File: src/rtl/sdram_arb_pkg.sv
// Shared types and constants for the SDRAM request-port arbiter.
// Holds the FSM state encoding and helpers for slicing the packed per-port buses.
package sdram_arb_pkg;

  typedef enum logic [2:0] {
    ST_IDLE,
    ST_ISSUE,
    ST_WAIT,
    ST_CAPTURE,
    ST_DONE
  } arb_state_t;

  localparam int DEF_AW = 24;
  localparam int DEF_DW = 16;
  localparam int DS_W   = 2;

  // Low bit of port idx's field within a packed per-port bus of the given field width.
  function automatic int slice_lo(input logic [1:0] idx, input int width);
    return int'(idx) * width;
  endfunction

endpackage

File: src/rtl/sdram_arbiter_rr_pick.sv
// Combinational round-robin picker with optional absolute priority for port 0.
// The search starts at the port after the last grant and wraps modulo NPORTS.
module rr_pick #(
  parameter int NPORTS = 3,
  parameter bit PRIO0  = 1'b0
) (
  input  logic [NPORTS-1:0] i_eligible,
  input  logic [1:0]        i_last_grant,
  output logic [1:0]        o_winner,
  output logic              o_valid
);

  logic [1:0] w_cand;

  always_comb begin
    o_winner = 2'd0;
    o_valid  = 1'b0;
    w_cand   = 2'd0;
    if (PRIO0 && i_eligible[0]) begin
      o_valid = 1'b1;
    end else begin
      for (int k = 1; k <= NPORTS; k++) begin
        w_cand = 2'((int'(i_last_grant) + k) % NPORTS);
        if (!o_valid && i_eligible[w_cand]) begin
          o_valid  = 1'b1;
          o_winner = w_cand;
        end
      end
    end
  end

endmodule

File: src/rtl/sdram_arbiter.sv
// Shares the single SDRAM controller request port among NPORTS requesters.
// One access per controller slot; read data is returned on a shared bus with a per-port ack.
//
// state   | meaning
// IDLE    | waiting for slot_en with an eligible port
// ISSUE   | mem_req high for one cycle, command registers valid
// WAIT    | counting down until the controller's read data is valid
// CAPTURE | latch mem_dout (reads only)
// DONE    | port_ack of the granted port high for one cycle
module sdram_arbiter
  import sdram_arb_pkg::*;
#(
  parameter int NPORTS     = 3,
  parameter int AW         = DEF_AW,
  parameter int DW         = DEF_DW,
  parameter int RD_LATENCY = 6,
  parameter bit PRIO0      = 1'b0
) (
  input  logic                 clk_sdram,
  input  logic                 reset,
  input  logic                 slot_en,
  input  logic [NPORTS-1:0]    port_req,
  input  logic [NPORTS-1:0]    port_we,
  input  logic [NPORTS*AW-1:0] port_addr,
  input  logic [NPORTS*DW-1:0] port_din,
  input  logic [NPORTS*2-1:0]  port_ds,
  output logic [NPORTS-1:0]    port_ack,
  output logic [DW-1:0]        port_dout,
  output logic                 mem_req,
  output logic                 mem_we,
  output logic [AW-1:0]        mem_addr,
  output logic [DW-1:0]        mem_din,
  output logic [1:0]           mem_ds,
  input  logic [DW-1:0]        mem_dout,
  output logic                 busy,
  output logic [1:0]           grant_idx
);

  localparam int CW        = (RD_LATENCY > 2) ? $clog2(RD_LATENCY) : 1;
  localparam int WAIT_LOAD = (RD_LATENCY >= 2) ? RD_LATENCY - 2 : 0;

  arb_state_t        r_state;
  logic [CW-1:0]     r_cnt;
  logic [NPORTS-1:0] r_mask;
  logic [NPORTS-1:0] r_port_ack;
  logic [1:0]        r_grant;
  logic [1:0]        r_last_grant;
  logic              r_busy;
  logic              r_mem_req;
  logic              r_mem_we;
  logic [AW-1:0]     r_mem_addr;
  logic [DW-1:0]     r_mem_din;
  logic [1:0]        r_mem_ds;
  logic [DW-1:0]     r_port_dout;

  logic [NPORTS-1:0] w_eligible;
  logic [1:0]        w_pick;
  logic              w_pick_valid;

  // A just-acked port stays masked for one cycle so a requester that has not yet dropped req is not re-granted.
  assign w_eligible = port_req & ~r_mask;

  rr_pick #(
    .NPORTS (NPORTS),
    .PRIO0  (PRIO0)
  ) u_rr_pick (
    .i_eligible   (w_eligible),
    .i_last_grant (r_last_grant),
    .o_winner     (w_pick),
    .o_valid      (w_pick_valid)
  );

  always_ff @(posedge clk_sdram or posedge reset) begin
    if (reset) begin
      r_state      <= ST_IDLE;
      r_cnt        <= '0;
      r_mask       <= '0;
      r_port_ack   <= '0;
      r_grant      <= 2'd0;
      r_last_grant <= 2'(NPORTS - 1);
      r_busy       <= 1'b0;
      r_mem_req    <= 1'b0;
      r_mem_we     <= 1'b0;
      r_mem_addr   <= '0;
      r_mem_din    <= '0;
      r_mem_ds     <= 2'b00;
      r_port_dout  <= '0;
    end else begin
      r_mem_req  <= 1'b0;
      r_port_ack <= '0;
      r_mask     <= '0;
      case (r_state)
        ST_IDLE: begin
          if (slot_en && w_pick_valid) begin
            r_state      <= ST_ISSUE;
            r_mem_req    <= 1'b1;
            r_busy       <= 1'b1;
            r_grant      <= w_pick;
            r_last_grant <= w_pick;
            r_mem_we     <= port_we[w_pick];
            r_mem_addr   <= port_addr[slice_lo(w_pick, AW) +: AW];
            r_mem_din    <= port_din[slice_lo(w_pick, DW) +: DW];
            r_mem_ds     <= port_ds[slice_lo(w_pick, DS_W) +: DS_W];
          end
        end
        ST_ISSUE: begin
          if (RD_LATENCY == 1) begin
            r_state <= ST_CAPTURE;
          end else begin
            r_state <= ST_WAIT;
            r_cnt   <= CW'(WAIT_LOAD);
          end
        end
        ST_WAIT: begin
          if (r_cnt == '0) begin
            r_state <= ST_CAPTURE;
          end else begin
            r_cnt <= r_cnt - CW'(1);
          end
        end
        ST_CAPTURE: begin
          if (!r_mem_we) begin
            r_port_dout <= mem_dout;
          end
          r_port_ack[r_grant] <= 1'b1;
          r_state             <= ST_DONE;
        end
        ST_DONE: begin
          r_mask[r_grant] <= 1'b1;
          r_busy          <= 1'b0;
          r_state         <= ST_IDLE;
        end
        default: r_state <= ST_IDLE;
      endcase
    end
  end

  assign port_ack  = r_port_ack;
  assign port_dout = r_port_dout;
  assign mem_req   = r_mem_req;
  assign mem_we    = r_mem_we;
  assign mem_addr  = r_mem_addr;
  assign mem_din   = r_mem_din;
  assign mem_ds    = r_mem_ds;
  assign busy      = r_busy;
  assign grant_idx = r_grant;

endmodule

File: config.mk
export PLATFORM = sky130hd
export DESIGN_NAME = sdram_arbiter
export DESIGN_NICKNAME = d
export VERILOG_FILES = /design/src/rtl/sdram_arb_pkg.sv /design/src/rtl/sdram_arbiter_rr_pick.sv /design/src/rtl/sdram_arbiter.sv
export SDC_FILE = /design/constraint.sdc
export NUM_CORES = 1
export LEC_CHECK = 0
export ABC_AREA = 1
export ABC_CLOCK_PERIOD_IN_PS = 4000
export CORE_MARGIN = 2
export CORE_UTILIZATION = 32
export CTS_BUF_LIST = sky130_fd_sc_hd__clkbuf_4
export DETAILED_ROUTE_END_ITERATION = 8
export PLACE_DENSITY = 0.63
export RECOVER_POWER = 100
export SLEW_MARGIN = 25
export SYNTH_ARGS = -nofsm -noshare
export SYNTH_HDL_FRONTEND = slang
export SYNTH_SLANG_ARGS = --single-unit
File: constraint.sdc
create_clock -name clk_sdram -period 4 [get_ports clk_sdram]
set_input_delay 0.8 -clock clk_sdram [delete_from_list [all_inputs] [get_ports clk_sdram]]
set_output_delay 0.8 -clock clk_sdram [all_outputs]
set_load 0.01 [all_outputs]
### Yosys cells after proc, flatten, opt, wreduce, memory -nomap -nowiden

Index checks and enable logic that the tools add are counted.

| word-level totals | value |
|---|---|
| bits of input ports | 151 |
| register bits after elaboration | 77 |
| output and inout port bits | 66 |

| cells by class | value |
|---|---|
| bitwise operators | 3 |
| $lt $le $gt $ge | 6 |
| multiplexer cells | 27 |
| multipliers | 1 |
| $add $sub $neg | 4 |
| reduce and logical (&&, ||, !) cells | 15 |
| div/mod/pow operators | 3 |
| equal/unequal tests | 7 |
| shift operators | 3 |

Operator list:

| operator | count |
|---|---|
| $mod 32x3->32 const B | 3 |
| $shiftx 72x8->24 | 1 |
| $shiftx 48x7->16 | 1 |
| $lt 2x3->1 const B | 5 |
| $mux 3 | 5 |
| $pmux 3 s4 | 1 |
| $mux 1 | 11 |
| $reduce_and 2->1 | 5 |
| $bmux 1 s2 | 4 |
| $add 2x2->3 const B | 2 |
| $eq 3x2->1 const B | 2 |
| $logic_not 3->1 | 2 |
| $mux 2 | 3 |
| $ne 2x2->1 const B | 3 |
| $pmux 3 s2 | 1 |
| $shiftx 6x4->2 | 1 |
| $logic_and 1x1->1 | 4 |
| $mul 2x2->4 const B | 1 |
| $reduce_bool 2->1 | 2 |
| $add 2x1->3 const B | 1 |
| $and 3x3->3 | 1 |
| $eq 3x1->1 const B | 1 |
| $eq 3x3->1 const B | 1 |
| $not 3->3 | 1 |
| other kinds (6) | 7 |

### Depth between registers and ports, before layout

| logic depth | value |
|---|---|
| depth after elaboration | 14 |
| gate-level depth with buffers | 14 |
| depth with buffers taken out | 13 |

### By module

Synthesis repeated with hierarchy kept, for this count alone.

| unflattened totals | value |
|---|---|
| cell total of the unflattened synthesis | 694 |
| area total of the unflattened synthesis | 4560.6 um^2 |

Modules (own cells, without submodules):

| module | cells an instance | times used | area each (um^2) |
|---|---|---|---|
| sdram_arbiter | 652 | 1 | 4346.7 |
| rr_pick | 42 | 1 | 214.0 |

### Worst setup path after synthesis

OpenSTA, ideal clock, no wires.

| timing | value |
|---|---|
| path type | register -> register |
| start point | reg grant_idx[0] (netlist name) |
| end point | reg r_mem_addr[0], in the netlist mem_addr[0] |
| path slack | 1.898 ns |
| buffers on the path | 2 |
| setup time | 0.077 ns |
| arrival | 2.025 ns |
| cell stages (with the launch flop) | 14 |
| cell sequence | dfrtp_1 -> inv_1 -> ha_1 -> inv_2 -> nand2_1 -> nor2_2 -> a21oi_4 -> nand3_2 -> nand3_2 -> buf_4 -> buf_6 -> nand2_1 -> inv_2 -> a21oi_1 |

RTL lines:

| what | RTL line | RTL |
|---|---|---|
| to (signal assigned) | sdram_arbiter.sv:101 | `r_mem_addr <= port_addr[slice_lo(w_pick, AW) +: AW];` |
| to (decl) | sdram_arbiter.sv:51 | `logic [AW-1:0] r_mem_addr;` |

==> impl_metrics.env <==
export IMPL_dp_slack_ns=0.8005
export IMPL_p_int_mw=2.566
export IMPL_drv_slew=32
export IMPL_grt_max_degree=50
export IMPL_die_x_um=123.9
export IMPL_hold_violations=0
export IMPL_endpoint_kind="register"
export IMPL_die_h_um=123.9
export IMPL_antenna_diode_count=0
export IMPL_finalPower_mw=4.856
export IMPL_final_cell_mix="inv_1, clkdlybuf4s50_1, nand2_1, nand3_1, a21oi_1"
export IMPL_avgSynthCellArea_um2=7.096
export IMPL_cp_slowest_cell="dfrtp_1"
export IMPL_fp_dieArea_mm2=0.01534
export IMPL_crit_fanout=49
export IMPL_power_density_mw_per_mm2=693.1
export IMPL_core_mm2=0.01393
export IMPL_gr_usage_all_layers=0.1805
export IMPL_failed_checks="capacitance limit, slew limit"
export IMPL_portBuffers=216
export IMPL_cts_hold_buf=0
export IMPL_cts_buffers_inserted=9
export IMPL_grt_pass1_vias=4314
export IMPL_stdcell_count=1040
export IMPL_run_status="finished, violations left"
export IMPL_synth_flop_cell="dfrtp_1"
export IMPL_period_share=0.8001
export IMPL_fmaxAchievable_ghz=0.3125
export IMPL_worstPathCellList="inv_1 -> ha_1 -> inv_1 -> nand2_1 -> nor2_1 -> a21oi_4 -> nand3_1 -> nand3_4 -> buf_4 -> nor2_1 -> nand2_1 -> nand3_1"
export IMPL_holdCritPathClass="register to register"
export IMPL_combPwrFrac=0.652
export IMPL_min_from="r_cnt[2]"
export IMPL_highest_layer="met4"
export IMPL_fin_skew_ns=0.01608
export IMPL_max_slew_worst_pin_slew_ns=1.718
export IMPL_max_stage_delay_ns=0.51
export IMPL_met2_length_mm=6.440
export IMPL_layout_nets=1011
export IMPL_synth_edf_count=0
export IMPL_rr_endpoint="mem_din[0]"
export IMPL_critPathRequiredTime_ns=4.36
export IMPL_fin_tns_setup_ns=0
export IMPL_wl_mm=13.64
export IMPL_setup_violations=0
export IMPL_num_vias=4611
export IMPL_ys_types=26
export IMPL_synth_seq_area_share=0.4139
export IMPL_vias_per_cell=4.434
export IMPL_crit_path_end="mem_din[0]"
export IMPL_async_flop_share=1.000
export IMPL_drtAntennaViolNets=0
export IMPL_cts_sinks=76
export IMPL_whs_path_depth=2
export IMPL_cts_tree="done"
export IMPL_cts_buffer_depth=2
export IMPL_post_cts_buffers=0
export IMPL_num_rows=43
export IMPL_ir_drop_v=0.0004167
export IMPL_wl_met1_mm=5.724
export IMPL_fin_crit_ns=3.200
export IMPL_clkLatencyLatePin_ns=0.42
export IMPL_syn_area_mm2=0.004598
export IMPL_pwr_share_clk=0.081
export IMPL_met3_wirelength_mm=1.380
export IMPL_drive_gt1_frac=0.08256
export IMPL_worstSetupStartpoint="grant_idx[0]"
export IMPL_final_area_mm2=0.007007
export IMPL_p_leak_nw=3.739
export IMPL_placed_area_mm2=0.006923
export IMPL_relSlewSlack=-0.1451
export IMPL_grt_overflow=0
export IMPL_arrival_ns=3.56
export IMPL_ff2ff_path_depth=12
export IMPL_reg2reg_from="grant_idx[0]"
export IMPL_ys_warn_count=0
export IMPL_ys_seq_elements=76
export IMPL_drt_iter0_drc=236
export IMPL_firstDrtPassIters=4
export IMPL_cts_resized=0
export IMPL_post_route_worst_setup_slack_ns=0.7997
export IMPL_critical_path_class="register to register"
export IMPL_path_clk_slew_ns=0.12
export IMPL_dp_hpwl_mm=10.35
export IMPL_drc_errors=0
export IMPL_htree_levels=3
export IMPL_synth_nets=804
export IMPL_layout_commonest_cell="inv_1"
export IMPL_dp_cells=1024
export IMPL_wl_per_cell_um=13.12
export IMPL_start_kind="register"
export IMPL_rsz0062_at_grt="no"
export IMPL_ios=217
export IMPL_initial_core_util=0.3300
export IMPL_p_seq_frac=0.267
export IMPL_sw_frac_of_total=0.4716
export IMPL_fillers=1404
export IMPL_finalHoldWorstSlack_ns=0.4994
export IMPL_reg2reg_slack_ns=0.80
export IMPL_antenna_found_initial=0
export IMPL_syn_inst=648
export IMPL_maxCapViolations=1
export IMPL_p_sw_mw=2.290
export IMPL_area_growth_pct=52.38
export IMPL_grt_first_pass_wirelength_mm=21.31
export IMPL_gp_congestion=0.8516
export IMPL_ctsRootBufferMaster="clkbuf_4"
export IMPL_final_util=0.5028
==> cells by family (layout without fill, tap and decap cells) <==
kind of cell / Yosys count / after routing / synth area share
AND/OR/NAND/NOR: 240 / 240 / 0.2381
buffers and inverters: 221 / 433 / 0.1918
AO/OA/AOI/OAI: 90 / 90 / 0.1034
flip-flops: 76 / 76 / 0.4139
multiplexers: 16 / 16 / 0.03918
adder cells (fa/ha/maj): 5 / 5 / 0.01361
==> power groups by stage <==
stage               Combinational (mW)  Sequential, mW  Clock [mW]
floorplan                         1.91            1.45           0
global placement                  3.33            1.32           0
detailed placement                3.34            1.33           0
CTS                               3.35            1.32       0.418
global route                      3.59            1.34       0.440
finish                            3.17            1.30       0.393
==> sequential cells by signal, indices dropped and copies added (netlist names) <==
register,cells
grant_idx,2
r_mask,3
mem_req,1
mem_din,16
port_ack,3
r_state,3
busy,1
port_dout,16
mem_we,1
r_last_grant,1
r_cnt,3
mem_addr,24
mem_ds,2
==> synthesized netlist by cell type (2+ instances only) <==
master	n	area, um^2
nand3_2	3	30.03
inv_1	168	630.6
buf_6	3	33.78
nand2_2	2	12.51
nor2_1	6	22.52
nand4_1	3	18.77
clkbuf_1	8	30.03
nor3_1	9	45.04
buf_2	18	90.09
inv_2	22	82.58
o21ai_0	4	20.02
mux2_2	16	180.2
a21oi_1	82	410.4
ha_1	5	62.56
nand2_1	118	442.9
nand3_1	94	470.5
nor2_2	2	12.51
a21oi_4	2	32.53
dfrtp_1	75	1877
buf_4	2	15.01
==> worst max-delay path: cells and delay by family, from the launching register on <==
| family | cells | cell delay (ns) |
|---|---|---|
| AND/OR/NAND/NOR | 7 | 1.36 |
| buffers and inverters | 3 | 0.78 |
| flip-flops | 1 | 0.51 |
| adder cells (fa/ha/maj) | 1 | 0.38 |
| AO/OA/AOI/OAI | 1 | 0.08 |
==> layout make-up <==
class,count,area [um^2],area share
well taps,180,225.2,0.03214
flip-flops and latches,76,1903,0.2716
clock buffers,9,67.56,0.009643
clock inverters,7,33.78,0.004821
multi-input cells,351,1813,0.2588
inverters,190,714.4,0.1020
repair buffers,227,2250,0.3211
==> how the worst min path moves through the flow <==
stage                         endpoint  slack, ns
after global routing      port_dout[1]       0.53
after floorplan               r_cnt[2]       0.45
after detailed placement      r_cnt[2]       0.47
after CTS                     r_cnt[2]       0.50
after global placement        r_cnt[2]       0.47
final                         r_cnt[2]       0.50
==> layer usage <==
metal | vias up | GRT usage
li1 | 2384 | -
met1 | 2061 | 0.2222
met2 | 159 | 0.3029
met3 | 7 | 0.06502
met4 | 0 | 0.04048
met5 | - | 0
(Power assumes the default switching activity.)
